===== config.mk =====
export PLATFORM = sky130hd
export DESIGN_NAME = fetch_unit
export DESIGN_NICKNAME = d
export VERILOG_FILES = /design/src/rtl/fetch_unit_pkg.sv /design/src/rtl/fetch_unit_fsm.sv /design/src/rtl/fetch_unit.sv
export SDC_FILE = /design/constraint.sdc
export NUM_CORES = 1
export LEC_CHECK = 0
export BUFFER_PORTS_ARGS = -buffer_cell sky130_fd_sc_hd__buf_2
export CORE_AREA = 2 2 71 73
export DETAILED_ROUTE_END_ITERATION = 16
export DIE_AREA = 0 0 73 75
export HOLD_SLACK_MARGIN = 0.06
export PLACE_DENSITY = 0.81
export RECOVER_POWER = 100
export SETUP_SLACK_MARGIN = 0.02
export SLEW_MARGIN = 5
export SYNTH_ARGS = -nofsm -noshare
export SYNTH_HDL_FRONTEND = slang
export SYNTH_SLANG_ARGS = --single-unit

===== constraint.sdc =====
create_clock -name clk -period 2.3 [get_ports clk]
set_clock_uncertainty 0.15 [all_clocks]
set_input_delay 0.46 -clock clk [delete_from_list [all_inputs] [get_ports clk]]
set_output_delay 0.46 -clock clk [all_outputs]
set_load 0.05 [all_outputs]

===== src/rtl/fetch_unit_pkg.sv =====
// Shared definitions for the instruction-fetch stage: FSM encoding, word width,
// PC step and default reset PC / halt opcode.
package fetch_unit_pkg;

    localparam int          INSTR_W            = 16;
    localparam logic [15:0] PC_INC             = 16'd2;
    localparam logic [15:0] RESET_PC_DEFAULT   = 16'h0000;
    localparam logic [3:0]  HLT_OPCODE_DEFAULT = 4'hF;

    typedef logic [INSTR_W-1:0] word_t;

    typedef enum logic [1:0] {
        FETCH  = 2'd0,
        DRAIN  = 2'd1,
        HALTED = 2'd2
    } fetch_state_e;

endpackage


===== src/rtl/fetch_unit_fsm.sv =====
// Fetch control FSM: state register plus next-state and IF/ID control decode.
// Redirect beats stall, which beats miss/hit/halt handling.
module fetch_unit_fsm
    import fetch_unit_pkg::*;
#(
    parameter logic [3:0] HLT_OPCODE = HLT_OPCODE_DEFAULT
) (
    input  logic         clk,
    input  logic         rst,
    input  logic         stall,
    input  logic         redirect,
    input  logic         imem_ready,
    input  logic [3:0]   opcode,
    output fetch_state_e state,
    output logic         accept,
    output logic         advance_pc,
    output logic         load_redirect,
    output logic         ifid_wren,
    output logic         ifid_flush,
    output logic         imem_req,
    output logic         halted
);

    fetch_state_e next_state;

    // NOTE: sequential state uses non-blocking assignments so every register
    // samples the pre-edge values, independent of block ordering.
    always_ff @(posedge clk or negedge rst) begin
        if (!rst) state <= FETCH;
        else      state <= next_state;
    end

    // NOTE: every output gets a default before any branch, so no path leaves a
    // signal unassigned and no latch is inferred.
    always_comb begin
        next_state    = state;
        accept        = 1'b0;
        advance_pc    = 1'b0;
        load_redirect = 1'b0;
        ifid_wren     = 1'b1;
        ifid_flush    = 1'b1;
        imem_req      = (state != HALTED);
        halted        = (state == HALTED);

        if (rst) begin
            if (redirect) begin
                load_redirect = 1'b1;
                next_state    = (state == FETCH && !imem_ready) ? DRAIN : FETCH;
            end else if (stall) begin
                ifid_wren  = 1'b0;
                ifid_flush = 1'b0;
                // An outstanding miss still completes while the pipe is held.
                if (state == DRAIN && imem_ready) next_state = FETCH;
            end else begin
                unique case (state)
                    FETCH: begin
                        if (imem_ready) begin
                            accept     = 1'b1;
                            ifid_flush = 1'b0;
                            if (opcode == HLT_OPCODE) next_state = HALTED;
                            else                      advance_pc = 1'b1;
                        end
                    end
                    DRAIN: begin
                        if (imem_ready) next_state = FETCH;
                    end
                    HALTED: ;
                    default: next_state = FETCH;
                endcase
            end
        end
    end

endmodule


===== src/rtl/fetch_unit.sv =====
// Instruction-fetch stage: PC datapath, cache request and IF/ID producer.
// Optional FETCH_STATS_EN adds saturating fetch_cnt / bubble_cnt outputs.
module fetch_unit
    import fetch_unit_pkg::*;
#(
    parameter logic [15:0] RESET_PC   = RESET_PC_DEFAULT,
    parameter logic [3:0]  HLT_OPCODE = HLT_OPCODE_DEFAULT
) (
    input  logic        clk,
    input  logic        rst,
    input  logic        stall,
    input  logic        redirect,
    input  word_t       redirect_pc,
    output logic        imem_req,
    output word_t       imem_addr,
    input  logic        imem_ready,
    input  word_t       imem_data,
    output word_t       pc_out,
    output word_t       instr_out,
    output logic        ifid_wren,
    output logic        ifid_flush,
    output logic        halted
`ifdef FETCH_STATS_EN
    ,
    output logic [15:0] fetch_cnt,
    output logic [15:0] bubble_cnt
`endif
);

    fetch_state_e state;
    word_t        pc;
    word_t        req_addr;
    logic         accept;
    logic         advance_pc;
    logic         load_redirect;

    fetch_unit_fsm #(
        .HLT_OPCODE (HLT_OPCODE)
    ) u_fsm (
        .clk           (clk),
        .rst           (rst),
        .stall         (stall),
        .redirect      (redirect),
        .imem_ready    (imem_ready),
        .opcode        (imem_data[15:12]),
        .state         (state),
        .accept        (accept),
        .advance_pc    (advance_pc),
        .load_redirect (load_redirect),
        .ifid_wren     (ifid_wren),
        .ifid_flush    (ifid_flush),
        .imem_req      (imem_req),
        .halted        (halted)
    );

    // req_addr shadows pc while fetching, so it holds the missed address once
    // a redirect moves pc away and the FSM enters DRAIN.
    always_ff @(posedge clk or negedge rst) begin
        if (!rst) begin
            pc       <= RESET_PC;
            req_addr <= RESET_PC;
        end else begin
            if (load_redirect)   pc <= redirect_pc;
            else if (advance_pc) pc <= pc + PC_INC;
            if (state == FETCH)  req_addr <= pc;
        end
    end

    assign imem_addr = (state == DRAIN) ? req_addr : pc;
    assign pc_out    = pc + PC_INC;
    assign instr_out = accept ? imem_data : '0;

`ifdef FETCH_STATS_EN
    always_ff @(posedge clk or negedge rst) begin
        if (!rst) begin
            fetch_cnt  <= '0;
            bubble_cnt <= '0;
        end else begin
            if (accept && fetch_cnt != 16'hFFFF)      fetch_cnt  <= fetch_cnt + 16'd1;
            if (ifid_flush && bubble_cnt != 16'hFFFF) bubble_cnt <= bubble_cnt + 16'd1;
        end
    end
`endif

endmodule


* Yosys cells after proc, flatten, opt, wreduce, memory -nomap -nowiden
Cells that the tools add are included. W data, S select, Z words.
Word-level totals: input bits 37, word-level logic and storage cells 52, output and inout port bits 52, register bits 34
Operators by class: mux-type cells 33, $add $sub $neg 1, reduce and logical (&&, ||, !) cells 6, equality and inequality tests 9
Operator list (number):
- $mux W16 | 4
- $mux W1 | 22
- $add A16 B2 Y16 const B | 1
- $mux W2 | 6
- $ne A4 B4 Y1 const B | 2
- $pmux W2 S3 | 1
- $reduce_and A6 Y1 | 1
- $eq A4 B4 Y1 const B | 1
- $ne A4 B3 Y1 const B | 1
- $ne A3 B1 Y1 const B | 1
- $ne A3 B3 Y1 const B | 1
- $eq A2 B1 Y1 const B | 1
- $eq A2 B2 Y1 const B | 1
- $logic_and A1 B1 Y1 | 2
- $logic_not A2 Y1 | 1
- $ne A2 B2 Y1 const B | 1
- $reduce_bool A2 Y1 | 1
- $logic_not A1 Y1 | 1

* Depth between registers and ports, before layout
Gate-level depths: netlist of run 1.
word-level depth 9, gate-level depth with buffers 6, gate-level depth less buffers 5

* By module
A second synthesis of run 1 with hierarchy kept.
Unflattened totals: cells, all modules 221, area, all modules 2282.2 um^2
Modules (own cells, without submodules):
- fetch_unit | area an instance 2100.8 um^2, seq. area each 800.8 um^2, cells an instance 200, times used 1
- fetch_unit_fsm | area an instance 181.4 um^2, seq. area each 50.0 um^2, cells an instance 21, times used 1

* Worst setup path before layout of run 1
Ideal clock, no wire load.
kind register to output, start register u_fsm.state[0], end output port imem_addr[1], stages on the path, launching flop included 6, setup slack -393 ps, arrival time 2083 ps, path buffers 3, data required time 1690 ps, cell sequence dfrtp_1 clkbuf_1 nor2b_1 buf_2 buf_2 o21ai_0
Between the ends: longest elaborated chain between the ends 2
RTL lines:
- from (decl) | RTL line fetch_unit_fsm.sv:14 | output fetch_state_e state,
- from (signal assigned) | RTL line fetch_unit_fsm.sv:30 | else state <= next_state;
- $eq A2 B1 Y1 | RTL line fetch_unit.sv:69 | assign imem_addr = (state == DRAIN) ? req_addr : pc;
- $mux W16 | RTL line fetch_unit.sv:69
- to (decl) | RTL line fetch_unit.sv:15 | output word_t imem_addr,
Every way passes these cells.

* Worst setup path in the final report of run 1
start register pc[2], end output port pc_out[13]
Between the ends: longest elaborated chain between the ends 1
RTL lines:
- from (decl) | RTL line fetch_unit.sv:31 | word_t pc;
- from (signal assigned) | RTL line fetch_unit.sv:63 | if (load_redirect) pc <= redirect_pc;
- from (signal assigned) | RTL line fetch_unit.sv:64 | else if (advance_pc) pc <= pc + PC_INC;
- $add A16 B2 Y16 | RTL line fetch_unit.sv:70 | assign pc_out = pc + PC_INC;
- to (decl) | RTL line fetch_unit.sv:18 | output word_t pc_out,
Every way passes these cells.

==> out/metrics.cfg, run 1 <==
[run_status]
outcome = finished, violations left
violations = setup timing

[global_route]
antenna_found_initial = 0
grt_usage = 0.245
grt_max_degree = 30
grt_pass1_wl_mm = 10.1
grt_overflow = 0
grt_pass1_vias = 2149

[critical_path]
cp.arrival_ps = 1750
worstSetupPathType = reg2out
cp.required_ps = 1690
end_kind = output port
startpoint = pc[2]
cp-start-kind = flop
critPathMaxFanout = 5
r2r_start = u_fsm.state[0]
ff2ff_setup_slack_ps = 210

[floorplanning]
ioPinCount = 89
die_w_um = 73
coreArea_sq_um = 4660
start_util = 0.472
die_area_sq_um = 5480
chipHeight_um = 75
core.rowCount = 25

[finish]
num_antenna_cells = 0
final_common_cell = buf_4
fill_cells = 337
final_core_util = 0.719
fin_area_sq_um = 3350
final_cell_mix = 50 x buf_4, 47 x buf_2, 27 x dfrtp_1
area_delta_synth_final_pct = 52.4
drive_gt1_frac = 0.559
nets = 382

[route]
drc_errors = 0
num_vias = 2227
ant_nets = 0
wl_per_cell_um = 16.9
drt_iter0_drc = 150
via_per_inst = 5.58
drt_pass1_iterations = 4
wirelength_mm = 6.75

[clock_network]
clock_sinks = 34
root_buffer = clkbuf_8
cts_buffer_depth = 2
cts_buffers = 5
htree_levels = 2
cts_tree = built
clk_pin_slew_worst_paths_ps = 70
clk_latency_ps = 290

[sta]
fmax_mhz = 424
setup_viol = 3
max_slew.worst_pin.slew_ps = 593
rsz0062_at_grt = yes
setup_ws_ps = -57.0
slew_headroom = 0.606
hold_viol_final = 0
fin_crit_ps = 2360
period_share = 1.02
fin_tns_setup_ps = -99.1
final_max_slew_viol_count = 0

[synth]
synthTopCellsByArea = dfrtp_1 39%, mux2_2 11%, and3_1 6.5%
synth_area_sq_um = 2200
syn_avg_cell_area_sq_um = 9.78
synth-edff-count = 0
ys.flop_type = dfrtp_1
ys_warn_count = 0
synthCells = 225
synth_top_area_cell = dfrtp_1
async_flop_share = 1.00
synth_seq_cells = 34
syn-num-nets = 263
seq_area_frac_synth = 0.387
synth_cell_types = 46
synth_top_area_frac = 0.387

[power_and_ir_drop]
cellPowerDensity_nw_per_um2 = 757
vdd_drop_max_uv = 504
p_leak_uw = 0.00163

[placement]
port_buffers = 88
dpl_cell_area_sq_um = 2890
dp_hpwl_mm = 4.26
gp_congestion = 0.864

[min_path]
min_from = redirect_pc[0]
worstHoldPathType = in2reg

[run]
maxCapViolations = 0

## flip-flops by register name, indices dropped and copies added (netlist names)
signal,count
pc,16
req_addr,16
u_fsm.state,2
## power by group
part	switching [uW]	leakage [uW]	internal (uW)
logic	798	0.00118	455
registers	104	0.000396	707
clock network	233	0.0000472	241
## cells in the mapped netlist, types with 2 or more instances
cell type and number:
nand2_1 19, inv_1 4, nor2_1 10, nand4_1 2
mux2_2 22, xor2_1 8, nand3_2 2, buf_2 8
a221o_1 5, a21oi_1 2, o31ai_1 2, buf_4 2
o21ai_0 10, clkbuf_1 10, nor4_1 2, or3_1 2
nor2b_1 3, mux2_1 7, nand3_1 7, nor3b_1 2
xnor2_1 6, a31oi_1 4, o21ai_1 5, nor3b_2 2
nor4_2 3, and3_1 23, dfrtp_1 34
## worst paths after layout
check	endpoint	depth (start not counted)
hold reg to reg	req_addr[0]	1
max in group asynchronous	pc[4]	3
setup reg to reg	pc[10]	5
setup / recovery	pc_out[13]	6
hold / removal	pc[0]	3
min in group asynchronous	req_addr[15]	3
## area by class of cell
type                    count  area, sq um  share of cell area
multi-input cells         167         1450               0.431
repair buffers            132          866               0.258
flip-flops and latches     34          860               0.256
clock buffers               6         82.6              0.0246
well taps                  54         67.6              0.0201
inverters                   4         18.8             0.00560
clock inverters             2         12.5             0.00373
## layer usage
layer	vias up	part of all wire	global-route usage
li1	1045	-	-
met1	1081	0.40	0.296
met2	98	0.53	0.438
met3	3	0.064	0.0602
met4	0	0.0049	0.0597
met5	-	0	0
## per-stage QoR
step           hold WS, ps  setup slack, ps  power (uW)  std cells
2_1_floorplan         14.4             -102        1630        225
3_3_place_gp           282             58.6        1880        371
3_5_place_dp           282             32.7        1910        371
4_1_cts                210            -33.6        2480        391
5_1_grt                238             -159        2640        399
6_report               219            -57.0        2540        399
## cells by family (layout without fill, tap and decap cells)
| family | Yosys count | count (layout) | share of synthesized area |
|---|---|---|---|
| AND/OR/NAND/NOR | 84 | 84 | 0.233 |
| multiplexers | 30 | 30 | 0.153 |
| adder cells (fa/ha/maj) | 1 | 1 | 0.00568 |
| buffers and inverters | 24 | 144 | 0.0489 |
| flip-flops | 34 | 34 | 0.387 |
| AO/OA/AOI/OAI | 38 | 38 | 0.118 |
| XOR/XNOR | 14 | 14 | 0.0557 |
## timing repair
item / in CTS / in global routing
hold buffers: 1 / 0
buffers inserted: 11 / 8
gates resized for setup: 54 / 18
setup endpoints to repair: 37 / 39
cloned: 0 / 0
endpoints found under the hold margin: 7 / 0
pin swaps: 8 / 5
## worst max-delay path, cell delays in order, from the launching register on
cell,delay [ps]
dfrtp_1,430
ha_4,190
nand3_4,120
nor4_4,230
buf_4,180
xor2_4,130
buf_6,170
Power figures use the tool's default switching activity.
==> inputs of run 2 (changes only) <==
CORE_AREA = 2 2 69 71   (was 2 2 71 73)
DIE_AREA = 0 0 71 73   (was 0 0 73 75)
PLACE_DENSITY = 0.85   (was 0.81)
clock period = 2.9 ns   (was 2.3 ns; I/O delays follow)
==> run 2 against run 1 <==
Compared with the run above: the flow finishes with violations (capacitance limit, slew limit); routed wire length shrank 16%; register-to-register slack gained 140 ps; critical endpoint is now pc_out[15]; sequential share of layout area grew 5.6 points; largest cell class unchanged; die area shrank 5.3%; total power shrank 27%; via count shrank 8.4%; critical path type unchanged.
==> out/metrics.cfg, run 2 (synthesis gave the netlist of run 1 again) <==
[clock_network]
cts_tree = built
clk_pin_slew_worst_paths_ps = 70  ; about the same
htree_levels = 2  ; unchanged
cts_buffers = 5  ; unchanged
root_buffer = clkbuf_8
clock_sinks = 34  ; unchanged
clk_latency_ps = 290  ; about the same
cts_buffer_depth = 2  ; unchanged

[global_route]
antenna_found_initial = 0  ; unchanged
grt_overflow = 0  ; unchanged
grt_pass1_vias = 1906  ; -11%
grt_pass1_wl_mm = 9.06  ; -11%
grt_usage = 0.221  ; -0.0238
grt_max_degree = 32  ; +6.7%

[sta]
setup_ws_ps = 140  ; +197 ps
slew_headroom = -0.0906  ; -0.697
rsz0062_at_grt = no
fin_crit_ps = 2760
setup_viol = 0  ; -3
fmax_mhz = 362
hold_viol_final = 0  ; unchanged
final_max_slew_viol_count = 32  ; +32
max_slew.worst_pin.slew_ps = 1640  ; +1040 ps
period_share = 0.952
fin_tns_setup_ps = 0  ; +99.1 ps

[floorplanning]
ioPinCount = 89  ; unchanged
coreArea_sq_um = 4540  ; -2.7%
core.rowCount = 25  ; unchanged
chipHeight_um = 73  ; -2.7%
die_area_sq_um = 5180  ; -5.3%
die_w_um = 71  ; -2.7%
start_util = 0.485  ; +0.0130

[critical_path]
worstSetupPathType = reg2out
cp.arrival_ps = 2030  ; +280 ps
crit_slowest_cell = dfrtp_1
worst_path_dominant_cell_family = simple AND/OR/NAND/NOR gates
critPathBufInv = 1  ; -1
cpPeakStageDelay_ps = 450  ; +20 ps
cp.required_ps = 2170  ; +480 ps
path_cells = ha_2, nand3_2, nor4_4, xor2_1, clkbuf_4
critPathMaxFanout = 6  ; +1
end_kind = output port
ff2ff_setup_slack_ps = 350  ; +140 ps
cp-start-kind = flop

[finish]
area_delta_synth_final_pct = 23.8
reg_top3 = pc: 16 flops, req_addr: 16 flops, u_fsm.state: 2 flops
fin_cells = 361  ; -9.5%
drive_gt1_frac = 0.293  ; -0.266
final_common_cell = clkbuf_1
final_cell_mix = 45 x clkbuf_1, 38 x buf_2, 33 x dfrtp_1
num_antenna_cells = 0  ; unchanged
fill_cells = 409  ; +21%
nets = 344  ; -9.9%

[route]
drc_errors = 0  ; unchanged
drt_iter0_drc = 147  ; -2.0%
drt_pass1_iterations = 4  ; unchanged
via_per_inst = 5.65  ; +1.3%
wirelength_mm = 5.70  ; -16%
wl_per_cell_um = 15.8  ; -6.7%
num_vias = 2041  ; -8.4%
ant_nets = 0  ; unchanged

[placement]
dp_hpwl_mm = 4.07  ; -4.5%
port_buffers = 88  ; unchanged
pre_cts_ws_ps = 372  ; +339 ps
gp_congestion = 0.833  ; -3.6%
placed_cells = 352  ; -5.1%

[run]
maxCapViolations = 1  ; +1

[power_and_ir_drop]
vdd_drop_max_uv = 283  ; -44%
cellPowerDensity_nw_per_um2 = 682  ; -9.9%
p_leak_uw = 0.00128  ; -22%

[run_status]
violations = capacitance limit, slew limit
outcome = finished, violations left

[min_path]
worstHoldPathType = reg2reg

-- run 2: cell types whose count changed in the layout (fill, tap and decap cells not counted), sizes merged --
cell and change:
clkbuf +32, inv +1, buf -69, clkinv -1
clkinvlp -2, bufinv +1
-- run 2: cell type report --
type	count	area, sq um	share of cell area
flip-flops and latches	34	852	0.313
clock inverters	1	30.0	0.0110
well taps	54	67.6	0.0248
clock buffers	7	76.3	0.0280
multi-input cells	167	1250	0.460
repair buffers	94	432	0.158
inverters	4	15.0	0.00551
-- run 2: final timing paths --
kind | cells past startpoint | end | startpoint
max reg2reg | 5 | pc[10] | u_fsm.state[1]
max in group asynchronous | 2 | pc[1] | rst
min in group asynchronous | 2 | u_fsm.state[1] | rst
min | 1 | req_addr[0] | req_addr[0]
min reg2reg | 1 | req_addr[0] | req_addr[0]
max | 5 | pc_out[15] | pc[2]
-- run 2: per-stage QoR --
| step | total power [uW] | hold slack [ps] | util | cell area (sq um) |
|---|---|---|---|---|
| after floorplan | 1270 | 134 | - | 2200 |
| after global placement | 1430 | 288 | 0.585 | 2650 |
| after detailed placement | 1450 | 298 | 0.585 | 2650 |
| after CTS | 1880 | 269 | 0.611 | 2770 |
| after global routing | 1940 | 366 | 0.601 | 2730 |
| final | 1860 | 336 | 0.601 | 2730 |
-- run 2: report_power, final --
part           total [uW]  leakage (uW)  internal, uW  switching [uW]
clock network         429     0.0000524           257             172
logic                 780      0.000820           222             558
registers             650      0.000402           559            91.9
-- run 2: routing by layer --
layer	vias to the layer above	wire length [um]	global-route usage	part of all wire
li1	972	-	-	-
met1	989	2400	0.269	0.42
met2	74	2880	0.393	0.51
met3	6	370	0.0566	0.065
met4	0	53	0.0524	0.0093
met5	-	0	0	0
-- run 2: worst register-to-register path: cells and delay by family, from the launching register on --
kind | cells | cell delay (ps)
buffers and inverters | 1 | 220
AOI/OAI and AO/OA | 1 | 200
DFF | 1 | 450
and+or+nand+nor | 3 | 1450
-- run 2: repair_timing --
| item | 4_1_cts | 5_1_grt |
|---|---|---|
| hold buffers | 1 | 0 |
| endpoints found under the hold margin | 5 | 0 |
| buffers inserted | 0 | 0 |
| setup endpoints to repair | 0 | 2 |
| gates resized for setup | 0 | 5 |
==> inputs of run 3 (changes only) <==
CTS_BUF_LIST = sky130_fd_sc_hd__clkbuf_4 sky130_fd_sc_hd__clkbuf_8 sky130_fd_sc_hd__clkbuf_16   (was default)
==> run 3 against run 2 <==
Compared with the run above: the flow still finishes with violations (capacitance limit, slew limit); count of clock-buffer cells in the layout stayed put; die area stayed put; clock power up 4%; flip-flop and latch count did not move; routed wire length shrank 1.4%; global-route usage is 0.059 points higher; first-iteration DRC count grew 4.8%; critical endpoint unchanged.
==> out/metrics.cfg, run 3 (synthesis gave the netlist of run 1 again) <==
[finish]
num_antenna_cells = 0  ; unchanged
final_cell_mix = 43 x clkbuf_1, 38 x buf_2, 33 x dfrtp_1
reg_top3 = pc: 16 flops, req_addr: 16 flops, u_fsm.state: 2 flops
fill_cells = 410  ; +0.24%
area_delta_synth_final_pct = 24.2
drive_gt1_frac = 0.300  ; +0.00651
fin_area_sq_um = 2730  ; +0.28%
final_common_cell = clkbuf_1
nets = 344  ; unchanged
final_core_util = 0.602  ; +0.00165

[placement]
dpl_cell_area_sq_um = 2650  ; unchanged
gp_congestion = 0.833  ; unchanged
dp_hpwl_mm = 4.07  ; unchanged
port_buffers = 88  ; unchanged

[global_route]
top_usage_layer = met2
use_met1 = 0.267  ; -0.00260
grt_pass1_vias = 1908  ; +0.10%
grt_util_met3 = 0.0608  ; +0.00414
use_met2 = 0.395  ; +0.00208
grt_overflow = 0  ; unchanged
grt_usage = 0.222  ; +0.000585
grt_pass1_wl_mm = 9.07  ; about the same
antenna_found_initial = 0  ; unchanged
grt_max_degree = 32  ; unchanged

[sta]
period_share = 0.951  ; -0.00126
fin_tns_setup_ps = 0  ; unchanged
final_max_slew_viol_count = 32  ; unchanged
hold_viol_final = 0  ; unchanged
rsz0062_at_grt = no
slew_headroom = -0.0868  ; +0.00384
fin_crit_ps = 2760  ; -3.64 ps
max_slew.worst_pin.slew_ps = 1630  ; -5.75 ps
setup_viol = 0  ; unchanged
hold-worst-slack_ps = 336  ; +0.0950 ps
fmax_mhz = 363  ; +0.13%

[clock_network]
htree_levels = 2  ; unchanged
cts_tree = built
post-cts-setup-buffers = 0  ; unchanged
clk_pin_slew_worst_paths_ps = 70  ; about the same
clk_latency_ps = 290  ; about the same
cts_buffer_depth = 2  ; unchanged
root_buffer = clkbuf_8
clock_sinks = 34  ; unchanged
cts_buffers = 5  ; unchanged

[critical_path]
reg2regPathDepth = 5  ; unchanged
cpPeakStageDelay_ps = 460  ; about the same
path_cells = ha_2, nand3_2, nor4_4, xor2_1, clkbuf_4
end_kind = output port
worstSetupPathType = reg2out
cp.required_ps = 2170  ; about the same
crit_slowest_cell = dfrtp_1
cp.arrival_ps = 2030  ; about the same
cp-start-kind = flop
critPathMaxFanout = 6  ; unchanged

[route]
via_per_inst = 5.72  ; +1.1%
drt_iter0_drc = 154  ; +4.8%
wl_per_cell_um = 15.6  ; -1.4%
ant_nets = 0  ; unchanged
num_vias = 2064  ; +1.1%
wirelength_mm = 5.62  ; -1.4%
drt_pass1_iterations = 4  ; unchanged
drc_errors = 0  ; unchanged

[power_and_ir_drop]
cellPowerDensity_nw_per_um2 = 686  ; +0.64%
p_leak_uw = 0.00128  ; +0.54%
vdd_drop_max_uv = 282  ; -0.23%
power_uw = 1880  ; +0.92%

[min_path]
min_path_cells = 1  ; unchanged
worstHoldPathType = reg2reg

[floorplanning]
core.rowCount = 25  ; unchanged
die_w_um = 71  ; unchanged
ioPinCount = 89  ; unchanged
die_area_sq_um = 5180  ; unchanged
coreArea_sq_um = 4540  ; unchanged
start_util = 0.485  ; unchanged
chipHeight_um = 73  ; unchanged

[run_status]
violations = capacitance limit, slew limit
outcome = finished, violations left

[run]
maxCapViolations = 1  ; unchanged

-- run 3: changes by cell type in the layout (fill, tap and decap cells not counted) --
cell / delta
clkbuf_4: +2
clkbuf_1: -2
-- run 3: repair_timing --
| action | CTS | global route |
|---|---|---|
| gates resized for setup | 0 | 5 |
| endpoints found under the setup margin | 0 | 2 |
| hold buffers | 1 | 0 |
| endpoints found under the hold margin | 5 | 0 |
-- run 3: final timing paths --
| kind | to | from | slack [ps] |
|---|---|---|---|
| hold / removal | req_addr[0] | req_addr[0] | 340 |
| min in group asynchronous | u_fsm.state[1] | rst | 790 |
| setup reg to reg | pc[10] | u_fsm.state[1] | 400 |
| hold reg to reg | req_addr[0] | req_addr[0] | 340 |
| max in group asynchronous | pc[1] | rst | 680 |
| setup / recovery | pc_out[15] | pc[2] | 140 |
-- run 3: area by class of cell --
type | instances | area [sq um] | share of cell area
Timing Repair Buffer | 94 | 432 | 0.158
Inverter | 4 | 15.0 | 0.00549
Clock buffer | 7 | 83.8 | 0.0307
Multi-Input combinational cell | 167 | 1250 | 0.458
Sequential cell | 34 | 852 | 0.312
Clock inverter | 1 | 30.0 | 0.0110
Tap cell | 54 | 67.6 | 0.0247
-- run 3: metal layers --
layer | wire length [um] | part of all wire
met5 | 0 | 0
met4 | 82 | 0.015
met3 | 395 | 0.070
met2 | 2840 | 0.50
met1 | 2310 | 0.41
-- run 3: critical path, delay by kind of cell, from the launching register on --
family	cells	cell delay, ps
simple gates	2	580
flops	1	460
xor+xnor	1	190
buf+inv	1	250
fa+ha+maj	1	270
-- run 3: metrics by stage --
step                      setup slack [ps]  instances
after floorplan                       20.7        225
after global placement                 409        352
after detailed placement               372        352
after CTS                             47.2        361
after global routing                  19.6        361
final                                  143        361
-- run 3: power breakdown --
part	leakage [uW]	total, uW	switching [uW]	internal [uW]
Combinational	0.000820	778	556	222
Sequential	0.000402	650	91.7	559
Clock	0.0000593	448	172	276
Total	0.00128	1880	820	1060
